[src/rtl/display_timings_if.sv]
// display_timings_if: video timing bundle produced by display_timings.
//   sx, sy   : current horizontal / vertical position (CORDW bits, unsigned)
//   hsync    : horizontal sync at the configured polarity
//   vsync    : vertical sync at the configured polarity
//   de       : data enable, high only inside the active picture
//   ctrl     : {vsync, hsync}, feeds the blue-channel encoder ctrl_in
//   frame    : one-cycle pulse at (0,0)
//   line     : one-cycle pulse at sx == 0 on every line
// master = timing generator, slave = consumer.
interface display_timings_if #(
    parameter int CORDW = 16
);
    logic [CORDW-1:0] sx;
    logic [CORDW-1:0] sy;
    logic             hsync;
    logic             vsync;
    logic             de;
    logic [1:0]       ctrl;
    logic             frame;
    logic             line;

    modport master (output sx, sy, hsync, vsync, de, ctrl, frame, line);
    modport slave  (input  sx, sy, hsync, vsync, de, ctrl, frame, line);
endinterface

[src/rtl/display_timings.sv]
// display_timings: raster timing generator for a single pixel-clock domain.
//   clk_pix : pixel clock
//   rst_pix : synchronous, active-high reset
//   vid     : display_timings_if master port (sx, sy, syncs, de, ctrl, frame, line)
// Each line runs active -> front porch -> sync -> back porch; the vertical axis
// uses the same order. Outputs are registered and all decoded from the same
// next-position value, so they change together with no skew.
module display_timings #(
    parameter int   CORDW  = 16,
    parameter int   H_RES  = 640,
    parameter int   H_FP   = 16,
    parameter int   H_SYNC = 96,
    parameter int   H_BP   = 48,
    parameter int   V_RES  = 480,
    parameter int   V_FP   = 10,
    parameter int   V_SYNC = 2,
    parameter int   V_BP   = 33,
    parameter logic H_POL  = 1'b0,
    parameter logic V_POL  = 1'b0
) (
    input  logic                clk_pix,
    input  logic                rst_pix,
    display_timings_if.master   vid
);

    localparam logic [CORDW-1:0] H_ACT    = CORDW'(H_RES);
    localparam logic [CORDW-1:0] H_SSTART = CORDW'(H_RES + H_FP);
    localparam logic [CORDW-1:0] H_SEND   = CORDW'(H_RES + H_FP + H_SYNC);
    localparam logic [CORDW-1:0] H_TOTAL  = CORDW'(H_RES + H_FP + H_SYNC + H_BP);
    localparam logic [CORDW-1:0] H_LAST   = H_TOTAL - CORDW'(1);

    localparam logic [CORDW-1:0] V_ACT    = CORDW'(V_RES);
    localparam logic [CORDW-1:0] V_SSTART = CORDW'(V_RES + V_FP);
    localparam logic [CORDW-1:0] V_SEND   = CORDW'(V_RES + V_FP + V_SYNC);
    localparam logic [CORDW-1:0] V_TOTAL  = CORDW'(V_RES + V_FP + V_SYNC + V_BP);
    localparam logic [CORDW-1:0] V_LAST   = V_TOTAL - CORDW'(1);

    logic [CORDW-1:0] sx_q, sx_d;
    logic [CORDW-1:0] sy_q, sy_d;
    logic             hsync_q, hsync_d;
    logic             vsync_q, vsync_d;
    logic             de_q, de_d;
    logic             frame_q, frame_d;
    logic             line_q, line_d;

    // Decode is taken from the next position so the registered flags line up
    // with the registered coordinates in the same cycle.
    always_comb begin
        sx_d = sx_q + CORDW'(1);
        sy_d = sy_q;
        if (sx_q == H_LAST) begin
            sx_d = '0;
            sy_d = (sy_q == V_LAST) ? '0 : sy_q + CORDW'(1);
        end

        de_d    = (sx_d < H_ACT) && (sy_d < V_ACT);
        hsync_d = ((sx_d >= H_SSTART) && (sx_d < H_SEND)) ? H_POL : ~H_POL;
        vsync_d = ((sy_d >= V_SSTART) && (sy_d < V_SEND)) ? V_POL : ~V_POL;
        frame_d = (sx_d == '0) && (sy_d == '0);
        line_d  = (sx_d == '0);
    end

    // Reset parks the raster on the last pixel of the frame so that the first
    // clock after release lands on (0,0); any sync in progress is dropped.
    always_ff @(posedge clk_pix) begin
        if (rst_pix) begin
            sx_q    <= H_LAST;
            sy_q    <= V_LAST;
            hsync_q <= ~H_POL;
            vsync_q <= ~V_POL;
            de_q    <= 1'b0;
            frame_q <= 1'b0;
            line_q  <= 1'b0;
        end else begin
            sx_q    <= sx_d;
            sy_q    <= sy_d;
            hsync_q <= hsync_d;
            vsync_q <= vsync_d;
            de_q    <= de_d;
            frame_q <= frame_d;
            line_q  <= line_d;
        end
    end

    assign vid.sx    = sx_q;
    assign vid.sy    = sy_q;
    assign vid.hsync = hsync_q;
    assign vid.vsync = vsync_q;
    assign vid.de    = de_q;
    assign vid.ctrl  = {vsync_q, hsync_q};
    assign vid.frame = frame_q;
    assign vid.line  = line_q;

endmodule

[src/flat_wrapper.sv]
// flat-port wrapper written by rule: the top's interface ports become plain ports
module display_timings_flat 
#(
    parameter int   CORDW  = 16,
    parameter int   H_RES  = 640,
    parameter int   H_FP   = 16,
    parameter int   H_SYNC = 96,
    parameter int   H_BP   = 48,
    parameter int   V_RES  = 480,
    parameter int   V_FP   = 10,
    parameter int   V_SYNC = 2,
    parameter int   V_BP   = 33,
    parameter logic H_POL  = 1'b0,
    parameter logic V_POL  = 1'b0
)
  (clk_pix, rst_pix, vid_sx, vid_sy, vid_hsync, vid_vsync, vid_de, vid_ctrl, vid_frame, vid_line);
  display_timings_if #(.CORDW(CORDW)) vid_i ();
  input  logic clk_pix;
  input  logic rst_pix;
  output wire logic [$bits(vid_i.sx)-1:0] vid_sx;
  output wire logic [$bits(vid_i.sy)-1:0] vid_sy;
  output wire logic [$bits(vid_i.hsync)-1:0] vid_hsync;
  output wire logic [$bits(vid_i.vsync)-1:0] vid_vsync;
  output wire logic [$bits(vid_i.de)-1:0] vid_de;
  output wire logic [$bits(vid_i.ctrl)-1:0] vid_ctrl;
  output wire logic [$bits(vid_i.frame)-1:0] vid_frame;
  output wire logic [$bits(vid_i.line)-1:0] vid_line;
  assign vid_sx = vid_i.sx;
  assign vid_sy = vid_i.sy;
  assign vid_hsync = vid_i.hsync;
  assign vid_vsync = vid_i.vsync;
  assign vid_de = vid_i.de;
  assign vid_ctrl = vid_i.ctrl;
  assign vid_frame = vid_i.frame;
  assign vid_line = vid_i.line;
  display_timings #(.CORDW(CORDW), .H_RES(H_RES), .H_FP(H_FP), .H_SYNC(H_SYNC), .H_BP(H_BP), .V_RES(V_RES), .V_FP(V_FP), .V_SYNC(V_SYNC), .V_BP(V_BP), .H_POL(H_POL), .V_POL(V_POL)) u_core (.clk_pix(clk_pix), .rst_pix(rst_pix), .vid(vid_i));
endmodule
[config.mk]
export PLATFORM = sky130hd
export DESIGN_NAME = display_timings_flat
export DESIGN_NICKNAME = d
export VERILOG_FILES = /design/src/rtl/display_timings_if.sv /design/src/rtl/display_timings.sv /design/src/flat_wrapper.sv
export SDC_FILE = /design/constraint.sdc
export NUM_CORES = 1
export LEC_CHECK = 0
export CORE_MARGIN = 10
export CORE_UTILIZATION = 52
export CTS_CLUSTER_DIAMETER = 30
export DETAILED_ROUTE_END_ITERATION = 8
export PLACE_DENSITY = 0.83
export SYNTH_ARGS = -nofsm -noshare
export SYNTH_HDL_FRONTEND = slang
export SYNTH_SLANG_ARGS = --single-unit
[constraint.sdc]
create_clock -name clk_pix -period 3.45 [get_ports clk_pix]
set_input_delay 0.69 -clock clk_pix [delete_from_list [all_inputs] [get_ports clk_pix]]
set_output_delay 0.69 -clock clk_pix [all_outputs]
set_load 0.05 [all_outputs]
==> summary.md <==
| Metric | Value |
|---|---|
| Worst Skew | 0.00374 ns |
| Leakage | 0.000997 uW |
| WL final | 6030 microns |
| Int Power | 1100 uW |
| Fin. Hold Viols | 0 |
| Max Cap Viol | 0 |
| Initial DRC Count | 242 |
| Initial Utilization | 0.552 |
| Slew HR | 0.649 |
| Reg clk slew, reported paths | 0.07 ns |
| Commonest non-fill, non-tap cell in the layout | clkdlybuf4s50_1 |
| Final Util | 0.672 |
| Power Density | 742 nW/um^2 |
| Vias in the first global route | 1980 |
| Post-CTS setup buffer count | 0 |
| Antenna violations before repair | 0 |
| # diodes | 0 |
| Crit path required time | 3.62 ns |
| Worst skew pair latency | 0.29 ns |
| Die width | 85.8 microns |
| Share of power burned in registers | 0.297 |
| Syn Nets | 287 |
| Yosys reg bits | 37 |
| Status | completed |
| Tot GR Track Use | 0.163 |
| Count of final setup violators | 0 |
| Total power | 2040 uW |
| FF-to-FF setup slack | 0.29 ns |
| Routed wire per std cell | 16.8 microns |
| Yosys warns | 0 |
| CP arrival | 3.33 ns |
| Worst setup SP type | flop |
| Largest net degree at the start of global routing | 29 |
| First-pass GRT wire length | 10100 microns |
| Die height | 85.8 microns |
| Slew Viols, Final | 0 |
| Placed Area | 2640 sq um |
| Share of cells above drive strength 1 | 0.0841 |
| Total CTS buffers | 5 |
| Number of core rows | 23 |
| GR Overflow Total | 0 |
| RSZ-0062 raised after global routing | no |
| Crit share post-route | 0.915 |
| Commonest non-fill, non-tap cells in the layout | clkdlybuf4s50_1 (40), dfxtp_1 (37), nor2_1 (29), nand3_1 (16), nand2_1 (16) |
| VDD IR max | 471 uV |
| CTS Buffer Depth | 2 |
| Slowest-stage cell, CP | and4_1 |
| Element type at the critical path end | flop |
| Worst-Margin Slew | 0.526 ns |
| Clock Sink Count | 37 |
| Post-layout min period | 3.16 ns |
| Post-layout nets | 313 |
| H-tree depth | 2 |
| Distinct cells, synth | 56 |
| Post-DRT Antenna Nets | 0 |
| Sequential share of the synthesized area | 0.329 |
| Syn_area_per_cell | 8.00 sq um |
| Max Clock Freq | 317 MHz |
| Switching Fraction | 0.460 |
| Resized cells post-CTS | 0 |
| Comb pwr share | 0.538 |
| CP dominant cell by count | and4_1 |
| Final HPWL DP | 4360 microns |
| Core area | 4090 sq um |
| # DRC | 0 |
| DIE AREA | 7370 sq um |
| Largest stage delay, worst path | 0.46 ns |
| CTS tree | built |
| Drt pass-1 iters | 5 |
| Mapped cell area | 2250 sq um |
| Max Fanout on Critical Path | 11 |
| Setup_tns | 0 ns |
| I/O pins | 41 |
| Cells after synthesis | 282 |
| Drt via density | 6.13 |
| Port Buffers | 40 |
| Layout area overhead | 21.8% |
| Async set-reset flop share out of synthesis | 0 |
| HP Class | reg2reg |
| Clock power frac | 0.166 |
| NetSw | 936 uW |
| Via count | 2199 |
| CTS root buf | clkbuf_8 |
| Critical-path cell list | ha_1, and4_1, and4_1, or2b_2, o31a_1, a2111o_1, or4_1 |
| Hold_buf cts | 0 |
| Crit Path Category | reg2reg |
| Final instance area | 2750 sq um |
| Post-synth EDFFs | 0 |
| Final hold slack | 0.540 ns |
| Placer congestion estimate | 0.963 |
| Ys flop type | dfxtp_1 |
-- critical path, delay by kind of cell (launching register included) --
family,cells,cell delay (ns)
simple gates,4,1.66
compound gates,2,0.70
flops,1,0.42
fa+ha+maj,1,0.26
-- Yosys cell counts, types with 3 or more instances --
cell       n  area (sq um)
and4_1     7          61.3
and3_1     5          31.3
nand3_1   16          80.1
nand4b_1   4          35.0
o21bai_1   3          22.5
ha_1       3          37.5
or2_2      4          25.0
nand2b_1   5          31.3
nand2_1   16          60.1
nor2b_1    6          37.5
dfxtp_1   37           741
xnor2_1    7          61.3
o21ai_0    9          45.0
a21oi_1   10          50.1
nor3_1     7          35.0
mux2i_1    3          30.0
o31ai_1    3          22.5
inv_1      6          22.5
buf_2      5          25.0
clkbuf_1  19          71.3
a211oi_1   3          22.5
nand3b_1   3          22.5
nor4_1     8          50.1
nor2_1    29           109
a21o_1     4          30.0
xor2_1    14           123
nand4_1    8          50.1
-- power groups by stage --
| stage | Clock [uW] | Sequential (uW) | Combinational (uW) |
|---|---|---|---|
| floorplan | 0 | 763 | 622 |
| global placement | 0 | 607 | 1080 |
| detailed placement | 0 | 611 | 1080 |
| CTS | 340 | 602 | 1090 |
| global route | 359 | 619 | 1190 |
| finish | 337 | 604 | 1090 |
-- worst paths after layout --
check	end	start	cells past startpoint
min	u_core.vid.sx[0]$_SDFF_PP1_	u_core.vid.sx[0]$_SDFF_PP1_	1
max reg2reg	u_core.vid.vsync$_SDFF_PP1_	u_core.vid.sx[0]$_SDFF_PP1_	7
min reg2reg	u_core.vid.sx[0]$_SDFF_PP1_	u_core.vid.sx[0]$_SDFF_PP1_	1
max	u_core.vid.vsync$_SDFF_PP1_	u_core.vid.sx[0]$_SDFF_PP1_	7
-- cell families (layout without fill, tap and decap cells) --
logic type,Yosys count,in the layout,share of synthesized area
flops,37,37,0.329
xor+xnor,21,21,0.0816
simple gates,132,132,0.334
buf+inv,34,61,0.0660
mux,3,3,0.0133
compound gates,52,52,0.160
fa+ha+maj,3,3,0.0166
-- per-stage QoR --
stage / worst slack [ns] / cells
after floorplan: 0.238 / 282
after global placement: 0.419 / 351
after detailed placement: 0.368 / 351
after CTS: 0.326 / 359
after global routing: 0.147 / 359
final: 0.295 / 359
-- layout make-up --
cell class / instances / area (sq um)
fill: 335 / 1340
multi-input combinational: 211 / 1370
sequential: 37 / 741
clock inverter: 1 / 5.00
timing repair buffer: 47 / 453
clock buffer: 7 / 96.3
tap: 50 / 62.6
inverter: 6 / 22.5
-- flip-flops by register name, summed over array words and instances (netlist names) --
signal	cells
u_core.vid.sx	16
u_core.vid.sy	16
u_core.vid.de	1
u_core.vid.frame	1
u_core.vid.hsync	1
u_core.vid.line	1
u_core.vid.vsync	1
-- routing by layer --
metal	track usage	vias up	part of all wire
li1	-	1066	-
met1	0.221	1007	0.45
met2	0.232	115	0.44
met3	0.0558	11	0.10
met4	0.0584	0	0.015
met5	0	-	0
(Power assumes the default switching activity.)
